File: config.mk
export PLATFORM = sky130hd
export DESIGN_NAME = gate_model_bist
export DESIGN_NICKNAME = d
export VERILOG_FILES = /design/src/rtl/gate_bist_pkg.sv /design/src/rtl/bist_misr.sv /design/src/rtl/gate_model_bist.sv
export SDC_FILE = /design/constraint.sdc
export NUM_CORES = 1
export LEC_CHECK = 0
export ABC_CLOCK_PERIOD_IN_PS = 2320
export CELL_PAD_IN_SITES_DETAIL_PLACEMENT = 1
export CELL_PAD_IN_SITES_GLOBAL_PLACEMENT = 1
export CORE_MARGIN = 4
export CORE_UTILIZATION = 39
export DETAILED_ROUTE_END_ITERATION = 8
export HOLD_SLACK_MARGIN = 0.08
export PLACE_DENSITY_LB_ADDON = 0.1
export SETUP_SLACK_MARGIN = 0.5
export SYNTH_ARGS = -nofsm -noshare
export SYNTH_HDL_FRONTEND = slang
export SYNTH_SLANG_ARGS = --single-unit
File: constraint.sdc
create_clock -name clk -period 2.32 [get_ports clk]
set_clock_uncertainty 0.05 [all_clocks]
set_input_delay 0.348 -clock clk [delete_from_list [all_inputs] [get_ports clk]]
set_output_delay 0.348 -clock clk [all_outputs]
set_load 0.01 [all_outputs]
File: src/rtl/gate_bist_pkg.sv
// Shared types and constants for the gate-model BIST controller.
package gate_bist_pkg;

  typedef enum logic [1:0] {
    StIdle,
    StRun,
    StDone
  } state_t;

  // x^14+x^5+x^3+x+1: taps at bits 13, 4, 2, 0
  localparam logic [13:0] LfsrTaps = 14'h2015;

  // Signature feedback taps at bits 15, 14, 12, 3
  localparam logic [15:0] MisrTaps = 16'hD008;

  localparam int unsigned MisrW = 16;

endpackage

File: src/rtl/bist_misr.sv
// 16-bit multiple-input signature register; parallel input is zero-extended.
module bist_misr
  import gate_bist_pkg::*;
#(
  parameter int unsigned OUT_W = 10
) (
  input  logic             clk,
  input  logic             rst,
  input  logic             clr,
  input  logic             en,
  input  logic [OUT_W-1:0] din,
  output logic [MisrW-1:0] sig,
  output logic [MisrW-1:0] sig_next
);

  logic [MisrW-1:0] sig_q;
  logic             fb;

  // Next signature value, exposed so the caller can judge the final capture early
  always_comb begin
    fb       = ^(sig_q & MisrTaps);
    sig_next = {sig_q[MisrW-2:0], fb} ^ MisrW'(din);
  end

  // Signature register: clear wins over capture
  always_ff @(posedge clk or posedge rst) begin
    if (rst) begin
      sig_q <= '0;
    end else if (clr) begin
      sig_q <= '0;
    end else if (en) begin
      sig_q <= sig_next;
    end
  end

  assign sig = sig_q;

endmodule

File: src/rtl/gate_model_bist.sv
// BIST controller: LFSR stimulus, MISR compaction and a run/compare FSM.
module gate_model_bist
  import gate_bist_pkg::*;
#(
  parameter int unsigned     IN_W     = 14,
  parameter int unsigned     OUT_W    = 10,
  parameter int unsigned     PATTERNS = 1024,
  parameter int unsigned     HOLD     = 1,
  parameter logic [IN_W-1:0] SEED     = 14'h0001,
  parameter logic [15:0]     GOLDEN   = 16'h0000
) (
  input  logic             clk,
  input  logic             rst,
  input  logic             start,
  output logic [IN_W-1:0]  dut_in,
  input  logic [OUT_W-1:0] dut_out,
  output logic             busy,
  output logic             done,
  output logic             pass,
  output logic [15:0]      signature
);

  localparam int unsigned PcntW = $clog2(PATTERNS + 1);
  localparam int unsigned HcntW = $clog2(HOLD + 1);
  // An all-zero seed would lock the LFSR up
  localparam logic [IN_W-1:0] SeedEff  = (SEED == '0) ? IN_W'(1) : SEED;
  localparam logic [PcntW-1:0] PatLast = PcntW'(PATTERNS - 1);
  localparam logic [HcntW-1:0] HoldLast = HcntW'(HOLD - 1);

  state_t           state_q, state_d;
  logic [IN_W-1:0]  lfsr_q, lfsr_d;
  logic [PcntW-1:0] pcnt_q, pcnt_d;
  logic [HcntW-1:0] hcnt_q, hcnt_d;
  logic             pass_q, pass_d;
  logic             misr_clr, misr_en;
  logic [15:0]      misr_next;
  logic             lfsr_fb;

  bist_misr #(
    .OUT_W (OUT_W)
  ) u_misr (
    .clk      (clk),
    .rst      (rst),
    .clr      (misr_clr),
    .en       (misr_en),
    .din      (dut_out),
    .sig      (signature),
    .sig_next (misr_next)
  );

  // Next-state logic: start arms a run, each capture steps LFSR/MISR/pattern count
  always_comb begin
    state_d  = state_q;
    lfsr_d   = lfsr_q;
    pcnt_d   = pcnt_q;
    hcnt_d   = hcnt_q;
    pass_d   = pass_q;
    misr_clr = 1'b0;
    misr_en  = 1'b0;
    lfsr_fb  = ^(lfsr_q & LfsrTaps);
    unique case (state_q)
      StIdle, StDone: begin
        if (start) begin
          state_d  = StRun;
          lfsr_d   = SeedEff;
          pcnt_d   = '0;
          hcnt_d   = '0;
          pass_d   = 1'b0;
          misr_clr = 1'b1;
        end
      end
      StRun: begin
        if (hcnt_q == HoldLast) begin
          misr_en = 1'b1;
          lfsr_d  = {lfsr_q[IN_W-2:0], lfsr_fb};
          pcnt_d  = pcnt_q + PcntW'(1);
          hcnt_d  = '0;
          if (pcnt_q == PatLast) begin
            state_d = StDone;
            pass_d  = (misr_next == GOLDEN);
          end
        end else begin
          hcnt_d = hcnt_q + HcntW'(1);
        end
      end
      default: state_d = StIdle;
    endcase
  end

  // State registers; reset restores the seed so dut_in is defined out of reset
  always_ff @(posedge clk or posedge rst) begin
    if (rst) begin
      state_q <= StIdle;
      lfsr_q  <= SeedEff;
      pcnt_q  <= '0;
      hcnt_q  <= '0;
      pass_q  <= 1'b0;
    end else begin
      state_q <= state_d;
      lfsr_q  <= lfsr_d;
      pcnt_q  <= pcnt_d;
      hcnt_q  <= hcnt_d;
      pass_q  <= pass_d;
    end
  end

  assign dut_in = lfsr_q;
  assign busy   = (state_q == StRun);
  assign done   = (state_q == StDone);
  assign pass   = pass_q;

endmodule

==> summary.txt, run 1 <==
Outcome
  – Status: finished clean

Setup path
  – CP arrival: around 1.4 ns
  – Critical Path End Type: primary output
  – Crit Path Max Fanout: 3
  – CP required: 1.92 ns
  – CP Cell Sequence: clkdlybuf4s50_1
  – Delay-heaviest family, CP: flip-flops
  – Reg2Reg Depth: 5
  – Setup crit start kind: register
  – WS Path Type: register to primary output
  – WP buf/inv: 1
  – Flop2flop setup slack: about 0.65 ns
  – Crit. path cell count: 1
  – Slowest CP cell: dfstp_2
  – Slowest Stage Delay on Critical Path: roughly 0.55 ns

Detailed routing
  – Met1 Wirelength: 2119 microns
  – Routed wire per std cell: around 17 microns
  – Top layer used by detailed routing: met4
  – Metal2 WL: 2414 microns
  – Pre-Repair DR Iteration Count: 4
  – Via Count: between 1000 and 1500
  – Routed Antenna Nets: 0
  – Initial DRC count: between 70 and 80
  – DR DRC count: 0
  – Routed wl met3: 185 microns
  – Number of vias per cell: between 5 and 6
  – Routed WL: roughly 4800 microns

CTS
  – CTS Sinks: 44
  – Num CTS Buffers: 5
  – H-Tree Level Count: 2
  – Post-CTS Setup Inserts: 0
  – Clock Pin Slew Worst Setup and Hold Paths: 0.08 ns
  – CTS Root Cell: clkbuf_8
  – CTS tree: done
  – Max Root-Sink Buffers: 2
  – Worst skew pair latency: 0.29 ns

Logic synthesis
  – Synth warn: 0
  – Async set-reset flop share out of synthesis: 100.0%
  – EDFF count, synth: 0
  – Count leader, synth: dfrtp_1
  – Syn Std Cell Area: 1917 sq um
  – Seq/Total Area, Yosys: 57.51%
  – Biggest area consumer among synthesized cells: dfrtp_1
  – Synth cell types: 34
  – Cells after Synth: between 150 and 200
  – Top post-synthesis cells by area: dfrtp_1, a22o_1, xor2_1
  – Ys flop type: dfrtp_1
  – Synthesized area per cell: between 10 and 15 sq um
  – Post-synth top cells: dfrtp_1, a22o_1, nand2_1
  – Seq cells post-synth: 44
  – Synth Net Count: 175
  – Post-synth top area share: between 50% and 60%

Power and ir drop
  – Cell area power density: about 1300 nW/um^2
  – Pleak: roughly 1.1 nW
  – Peak supply drop: a little under 0.7 mV

GRT
  – First-pass GRT wire length: 8376 microns
  – Tot GR Track Use: 17.30%
  – Grt ovf: 0
  – Initial antenna violation count: 0
  – Pin count of the biggest net entering global routing: 35
  – Vias in the first global route: 1629

Layout
  – Nets@finish: around 220
  – Antenna diodes: 0
  – P&R area growth vs syn: 32.25%
  – Fraction of layout cells with a size suffix above 1: a little over 8%
  – Design area: 2535 sq um

Placement
  – GP Congestion: about 0.75
  – DPL Wire Length: ~3400 microns
  – Port Buffer Count: 45
  – Dpl cell area: between 2000 and 2500 sq um
  – Pre-CTS setup slack: 0.4950 ns

STA
  – Minimum clock period: 1.775 ns
  – Worst rel slew slack: 48.43%
  – Worst setup slack after layout: approximately 0.55 ns
  – Setup Total Neg Slack: 0 ns
  – Final Max Tran Viols: 0
  – Final setup vio count: 0
  – Final hold violation count: 0
  – RSZ-0062 raised after global routing: false
  – Final worst-path cycle share: approximately 76%
  – Slew @ Worst Pin: around 0.77 ns
  – Fmax: ~0.56 GHz
  – Hold_ws: approximately 0.36 ns

Job
  – Max cap viols: 0

Die
  – Die W: roughly 78 microns
  – Die area: ~6100 sq um
  – DIE HEIGHT: slightly below 80 microns
  – # rows: 25
  – Starting Density: between 40% and 50%
  – Ports: 46
  – CORE AREA: 4755 sq um

Hold path
  – Hold crit path type: primary input to asynchronous set/reset pin
[what timing repair did]
| item | 4_1_cts | 5_1_grt |
|---|---|---|
| endpoints found under the setup margin | 2 | 1 |
| hold buffers | 0 | 0 |
| resized for setup | 3 | 1 |
[flip-flops by register name, indices dropped and copies added (netlist names)]
| signal | flops |
|---|---|
| state_q | 2 |
| u_misr.sig | 16 |
| pass | 1 |
| pcnt_q | 11 |
| dut_in | 14 |
[power by group]
part	switching [mW]	total (mW)	internal [mW]
sequential	0.345	1.44	1.10
combinational	0.569	1.45	0.883
clock	0.256	0.467	0.211
[cell usage in the layout (no fill, tap or decap), drive strengths merged, types with 4 or more instances in the layout]
master / instances
and3: 5
dfrtp: 43
nor2: 4
o21ai: 11
nand2: 11
buf: 6
a22o: 28
xor2: 9
xnor2: 4
inv: 4
nand3: 4
clkdlybuf4s50: 43
clkbuf: 6
[metal layers]
layer / GRT usage, % / up-vias
met3: 4.014 / 4
met2: 28.42 / 29
li1: - / 683
met5: 0 / -
met4: 5.594 / 0
met1: 22.63 / 747
[path summary, 6_finish.rpt]
path / from / to
worst max-delay path: dut_in[0]$_DFFE_PP1P_ / dut_in[0]
worst min-delay path: rst / dut_in[11]$_DFFE_PP0P_
worst max register to register: pcnt_q[0]$_DFFE_PP0P_ / pass$_DFFE_PP0P_
worst min register to register: dut_in[0]$_DFFE_PP1P_ / dut_in[0]$_DFFE_PP1P_
max in group asynchronous: rst / u_misr.sig[9]$_DFFE_PP0P_
min in group clk: dut_in[0]$_DFFE_PP1P_ / dut_in[0]$_DFFE_PP1P_
[per-stage QoR]
stage / instances / power, mW / utilization [%]
final: 278 / 3.360 / 53.32
after global routing: 278 / 3.611 / 53.32
after CTS: 278 / 3.417 / 53.32
after detailed placement: 270 / 2.917 / 51.53
after global placement: 270 / 2.852 / 51.53
after floorplan: 161 / 2.142 / -
[layout make-up]
cell class              count  area, sq um
repair buffers             51        505.5
clock inverters             2        12.51
clock buffers               6        72.57
flip-flops and latches     44         1102
fillers                   520         2220
inverters                   5        21.27
multi-input cells         103        737.0
well taps                  67        83.83
[logic make-up (layout without fill, tap and decap cells)]
| logic type | Yosys count | after routing | synth area share [%] |
|---|---|---|---|
| xor+xnor | 14 | 14 | 7.115 |
| simple gates | 37 | 37 | 10.18 |
| buf+inv | 14 | 64 | 4.046 |
| mux | 1 | 1 | 0.5222 |
| flops | 44 | 44 | 57.51 |
| fa+ha+maj | 1 | 1 | 0.6526 |
| compound gates | 50 | 50 | 19.97 |
Note: power is estimated with default switching activity, not from simulation.
==> run 2, diff against run 1 <==
ABC_CLOCK_PERIOD_IN_PS = 1500   (was 2320)
CORE_UTILIZATION = 35   (was 39)
clock period = 1.5 ns   (was 2.32 ns; I/O delays follow)
==> run 2 against run 1 <==
The run now ends with negative setup slack left. Sequential share of layout area down 11 points. Worst hold slack got worse by 0.19 ns. Sequential cell count unchanged. Combinational power rose to 2.7 times the previous value. Sequential power grew 48%. First-iteration DRC count rose by 12%. Total power is 100% higher. Routed wire length increased by 69%. Core utilization increased by 12 points.
==> summary.txt, run 2 (synthesized netlist as in run 1, its figures left out) <==
Outcome
  – Status: finished, violations left
  – Failing checks: negative setup slack

Layout
  – Most frequent cells in the layout: buf_4, dfrtp_1, buf_6, a22o_1, buf_2
  – Max reg flops: 16 (unchanged)
  – P&R area growth vs syn: 76.18%
  – Antenna diodes: 0 (unchanged)
  – Layout Cells excl Fill: 354 (+27%)
  – Commonest non-fill, non-tap cell in the layout: buf_4
  – Design area: 3377 sq um (+33%)
  – Nets@finish: 297 (+33%)
  – Fraction of layout cells with a size suffix above 1: 54.93% (+47 points)

CTS
  – CTS Root Cell: clkbuf_8
  – Worst skew pair latency: 0.30 ns (about the same)
  – Clock Pin Slew Worst Setup and Hold Paths: 0.09 ns (about the same)
  – Num CTS Buffers: 5 (unchanged)
  – CTS Sinks: 44 (unchanged)
  – H-Tree Level Count: 2 (unchanged)
  – CTS tree: done
  – Max Root-Sink Buffers: 2 (unchanged)

Setup path
  – Critical Path End Type: primary output
  – WS Path Type: register to primary output
  – Crit Path Max Fanout: 3 (unchanged)
  – CP required: 1.22 ns (-0.70 ns)
  – CP arrival: 1.29 ns (-0.09 ns)
  – Setup crit start kind: register

Detailed routing
  – Initial DRC count: 82 (+12%)
  – DR DRC count: 0 (unchanged)
  – Routed WL: 8029 microns (+69%)
  – Routed Antenna Nets: 0 (unchanged)
  – Via Count: 1890 (+29%)
  – Pre-Repair DR Iteration Count: 4 (unchanged)
  – Routed wire per std cell: 22.68 microns (+32%)
  – Number of vias per cell: 5.339 (+1.5%)

STA
  – Final hold violation count: 0 (unchanged)
  – RSZ-0062 raised after global routing: true
  – Worst rel slew slack: 78.47% (+30 points)
  – Final setup vio count: 2 (+2)
  – Fmax: 0.6389 GHz
  – Final worst-path cycle share: 104.3%
  – Worst setup slack after layout: -0.06523 ns (-0.6104 ns)
  – Slew @ Worst Pin: 0.3219 ns (-0.4469 ns)
  – Minimum clock period: between 1.5 and 2 ns
  – Final Max Tran Viols: 0 (unchanged)

Job
  – Max cap viols: 0 (unchanged)

GRT
  – Tot GR Track Use: 23.59% (+6.3 points)
  – Initial antenna violation count: 0 (unchanged)
  – First-pass GRT wire length: 11500 microns (+37%)
  – Vias in the first global route: 2057 (+26%)
  – Grt ovf: 0 (unchanged)
  – Pin count of the biggest net entering global routing: 28 (-20%)

Die
  – Ports: 46 (unchanged)
  – Die area: 6725 sq um (+10%)
  – Starting Density: 36.83% (-3.5 points)
  – DIE HEIGHT: 82.01 microns (+5.0%)
  – CORE AREA: 5205 sq um (+9.5%)
  – Die W: 82.01 microns (+5.0%)
  – # rows: 26 (+4.0%)

Power and ir drop
  – Total power: 6.829 mW (+100%)
  – Peak supply drop: 1.322 mV (+92%)
  – Pleak: 1.630 nW (+46%)
  – Cell area power density: 2022 nW/um^2 (+53%)

Placement
  – DP Cell Count: 285 (+5.6%)
  – GP Congestion: 0.7812 (+3.6%)
  – Dpl cell area: 2585 sq um (+5.5%)
  – Port Buffer Count: 45 (unchanged)
  – DPL Wire Length: 3570 microns (+4.4%)

Hold path
  – Hold crit path type: primary input to asynchronous set/reset pin
[run 2: changes by cell type in the layout (fill, tap and decap cells not counted), moves of 4 or more]
cell             before  now
and2_4                0    6
and3_1                5    1
and3_4                0    4
buf_2                 0   20
buf_4                 5   47
buf_6                 0   30
clkdlybuf4s50_1      43   12
nand2_1              11    6
nand2_2               0    4
o21ai_0               9    0
o21ai_2               0    6
[run 2: layer usage]
layer	up-vias	global-route usage, %	share of wire (%)
met5	-	0	0
met2	57	41.92	53
met4	0	8.306	3.0
met3	20	3.728	3.5
met1	973	28.75	41
li1	840	-	-
[run 2: timing repair]
item | in CTS | in global routing
resized for setup | 186 | 25
hold buffers | 0 | 0
pin swaps | 20 | 22
endpoints found under the setup margin | 77 | 77
setup buffers | 35 | 18
cloned | 7 | 1
[run 2: critical path, stage by stage (launching register included)]
cell,delay [ns]
dfrtp_1,0.41
buf_4,0.15
buf_6,0.11
buf_6,0.11
buf_6,0.11
buf_6,0.11
[run 2: cell type report]
cell class / count / area, sq um
clock buffer: 7 / 86.33
clock inverter: 1 / 7.507
fill: 535 / 1828
inverter: 5 / 30.03
multi-input combinational: 108 / 962.2
sequential: 44 / 1102
tap: 70 / 87.58
timing repair buffer: 119 / 1101
[run 2: through the flow]
stage	util, %	setup TNS (ns)	hold WS, ns	setup WS, ns
after global placement	49.66	-0.1270	0.4184	-0.07220
final	64.88	-0.1148	0.1711	-0.06523
after global routing	64.88	-0.2658	0.1790	-0.1474
after detailed placement	49.66	-0.2957	0.4344	-0.1210
after CTS	59.88	-0.03117	0.1704	-0.03117
after floorplan	-	0	0.1789	0.07349
[run 2: path summary, 6_finish.rpt]
path / startpoint / to / slack, ns / cells past startpoint
worst max-delay path: u_misr.sig[12]$_DFFE_PP0P_ / signature[12] / -0.07 / 5
min in group clk: pcnt_q[9]$_DFFE_PP0P_ / pcnt_q[9]$_DFFE_PP0P_ / 0.46 / 1
worst min-delay path: rst / dut_in[10]$_DFFE_PP0P_ / 0.17 / 2
worst min register to register: pcnt_q[9]$_DFFE_PP0P_ / pcnt_q[9]$_DFFE_PP0P_ / 0.46 / 1
worst max register to register: u_misr.sig[12]$_DFFE_PP0P_ / pass$_DFFE_PP0P_ / -0.05 / 5
max in group asynchronous: rst / dut_in[0]$_DFFE_PP1P_ / 0.77 / 3
[run 2: report_power, final]
part / internal (mW) / total, mW / switching (mW) / leakage (nW)
Clock: 0.375 / 0.798 / 0.423 / 0.0445
Combinational: 2.23 / 3.90 / 1.67 / 1.04
Sequential: 1.69 / 2.13 / 0.434 / 0.542
Total: 4.30 / 6.83 / 2.53 / 1.63
==> run 3, diff against run 2 <==
GPL_TIMING_DRIVEN = 0   (was unset)
==> run 3 against run 2 <==
The flow still finishes with violations (negative setup slack). Routed wire length fell by 6.0%. Sequential cell count did not move. Worst hold slack improved by 0.17 ns. Total power rose by 1.9%. Sequential share of layout area rose by 0.62 points. Largest cell class unchanged. Die area did not move. Clock-buffer cell count fell by 2. Combinational power fell by 2%.
==> summary.txt, run 3 (synthesized netlist as in run 1, its figures left out) <==
Outcome
  – Status: finished, violations left
  – Failing checks: negative setup slack

CTS
  – Worst skew pair latency: 0.30 ns (about the same)
  – CTS tree: done
  – CTS Sinks: 44 (unchanged)
  – H-Tree Level Count: 2 (unchanged)
  – Clock Pin Slew Worst Setup and Hold Paths: 0.09 ns (about the same)
  – Num CTS Buffers: 5 (unchanged)
  – CTS Root Cell: clkbuf_8
  – Post-CTS Hold Buffers: 0 (unchanged)
  – Max Root-Sink Buffers: 2 (unchanged)

Power and ir drop
  – Cell area power density: 2094 nW/um^2 (+3.6%)
  – Psw: 2.571 mW (+1.6%)
  – Sw frac: 36.96% (-0.11 points)
  – Pleak: 1.602 nW (-1.7%)
  – Seq pwr share: 31.6% (+0.4 points)
  – Power Internal: 4.386 mW (+2.0%)
  – Combinational power share: 55.1% (-2.0 points)
  – Clock power frac: 13.3% (+1.6 points)
  – Peak supply drop: 1.021 mV (-23%)

Setup path
  – Critical Path End Type: register
  – CP arrival: 1.73 ns (+0.44 ns)
  – CP Cell Sequence: buf_6 > nand2b_4 > buf_8 > and2_4 > buf_12 > buf_6 > a22o_4
  – Reg2reg start: state_q[0]$_DFFE_PP0P_
  – Most frequent cell on the critical path: buf_6
  – CP required: 1.64 ns (+0.42 ns)
  – Slowest CP cell: dfrtp_1
  – Flop2flop setup slack: -0.08 ns (-0.03 ns)
  – WS Path Type: register to register
  – Worst R2R End: u_misr.sig[0]$_DFFE_PP0P_
  – Reg2Reg Depth: 7 (+2)
  – Setup crit start kind: register
  – Slowest Stage Delay on Critical Path: 0.41 ns (about the same)
  – Crit Path Max Fanout: 7 (+4)

Placement
  – GP Congestion: 0.7712 (-1.3%)
  – Pre-CTS setup slack: -0.2701 ns (-0.1490 ns)
  – Port Buffer Count: 45 (unchanged)
  – DPL Wire Length: 3456 microns (-3.2%)
  – Dpl cell area: 2525 sq um (-2.3%)

STA
  – Fmax: 0.6327 GHz (-0.96%)
  – Slew @ Worst Pin: 0.5149 ns (+0.1930 ns)
  – Worst rel slew slack: 65.60% (-13 points)
  – Final hold violation count: 0 (unchanged)
  – Worst setup slack after layout: -0.08042 ns (-0.01519 ns)
  – Final Max Tran Viols: 0 (unchanged)
  – RSZ-0062 raised after global routing: true
  – Final worst-path cycle share: 105.4% (+1.0 points)
  – Final setup vio count: 37 (+35)
  – Setup Total Neg Slack: -1.649 ns (-1.534 ns)
  – Minimum clock period: 1.580 ns (+0.01519 ns)
  – Hold_ws: 0.3426 ns (+0.1715 ns)

GRT
  – GR Util met2: 35.62% (-6.3 points)
  – Grt ovf: 0 (unchanged)
  – GRT Max-Usage Layer: met2
  – Met1 Usage GRT: 25.94% (-2.8 points)
  – First-pass GRT wire length: 10460 microns (-9.1%)
  – Tot GR Track Use: 20.72% (-2.9 points)
  – Met3 usage: 4.167% (+0.44 points)
  – Vias in the first global route: 1970 (-4.2%)
  – Initial antenna violation count: 0 (unchanged)
  – Pin count of the biggest net entering global routing: 23 (-18%)

Detailed routing
  – Initial DRC count: 71 (-13%)
  – Number of vias per cell: 5.341 (about the same)
  – Routed Antenna Nets: 0 (unchanged)
  – Routed WL: 7551 microns (-6.0%)
  – Routed wire per std cell: 21.64 microns (-4.6%)
  – Pre-Repair DR Iteration Count: 4 (unchanged)
  – Via Count: 1864 (-1.4%)
  – DR DRC count: 0 (unchanged)

Die
  – # rows: 26 (unchanged)
  – Ports: 46 (unchanged)
  – Die area: 6725 sq um (unchanged)
  – DIE HEIGHT: 82.01 microns (unchanged)
  – Die W: 82.01 microns (unchanged)
  – Starting Density: 36.83% (unchanged)
  – CORE AREA: 5205 sq um (unchanged)

Layout
  – P&R area growth vs syn: 73.30%
  – Max reg flops: 16 (unchanged)
  – Fin util: 63.82% (-1.1 points)
  – Design area: 3322 sq um (-1.6%)
  – Commonest non-fill, non-tap cell in the layout: buf_4
  – Antenna diodes: 0 (unchanged)
  – Most frequent cells in the layout: buf_4, dfrtp_1, buf_6, a22o_1, buf_2
  – Nets@finish: 292 (-1.7%)
  – Fraction of layout cells with a size suffix above 1: 53.41% (-1.5 points)

Job
  – Max cap viols: 0 (unchanged)

Hold path
  – Hold crit path type: primary input to asynchronous set/reset pin
-- run 3: layer usage --
layer / share of wire, % / up-vias
met5: 0 / -
li1: - / 824
met2: 53 / 39
met3: 2.9 / 13
met1: 42 / 988
met4: 2.5 / 0
-- run 3: what timing repair did --
item	in CTS	in global routing
pin swaps	8	8
gates resized for setup	181	25
endpoints found under the setup margin	121	77
cloned	3	0
buffers inserted	44	18
-- run 3: worst max-delay path by stage --
| stage | startpoint | to | cells after the start |
|---|---|---|---|
| after floorplan | pcnt_q[1]$_DFFE_PP0P_ | pass$_DFFE_PP0P_ | 5 |
| after global placement | start | u_misr.sig[4]$_DFFE_PP0P_ | 7 |
| after detailed placement | dut_out[3] | pass$_DFFE_PP0P_ | 5 |
| after CTS | state_q[0]$_DFFE_PP0P_ | busy | 6 |
| after global routing | state_q[1]$_DFFE_PP0P_ | pcnt_q[7]$_DFFE_PP0P_ | 6 |
| final | state_q[0]$_DFFE_PP0P_ | u_misr.sig[0]$_DFFE_PP0P_ | 7 |
-- run 3: through the flow --
stage               total power [mW]  instances
CTS                            6.191        331
global placement               4.477        276
finish                         6.956        349
detailed placement             4.555        276
floorplan                      3.360        161
global route                   7.314        349
-- run 3: area by class of cell --
| cell class | instances | area (sq um) |
|---|---|---|
| flip-flops and latches | 44 | 1105 |
| well taps | 70 | 87.58 |
| clock buffers | 5 | 68.82 |
| repair inverters | 1 | 7.507 |
| fillers | 536 | 1883 |
| repair buffers | 109 | 942.2 |
| clock inverters | 3 | 42.54 |
| plain buffers | 9 | 120.1 |
| multi-input cells | 103 | 918.4 |
| inverters | 5 | 30.03 |
-- run 3: critical path: cells and delay by family (launching register included) --
kind | cells | cell delay, ns
buffers and inverters | 4 | 0.50
DFF | 1 | 0.41
and+or+nand+nor | 2 | 0.27
AOI/OAI and AO/OA | 1 | 0.24
-- run 3: power by group through the flow --
stage	Combinational, mW	Clock, mW	Sequential (mW)
4_1_cts	3.15	0.932	2.11
6_report	3.83	0.925	2.20
3_3_place_gp	2.27	0	2.21
3_5_place_dp	2.31	0	2.24
2_1_floorplan	1.03	0	2.33
5_1_grt	4.06	1.01	2.25
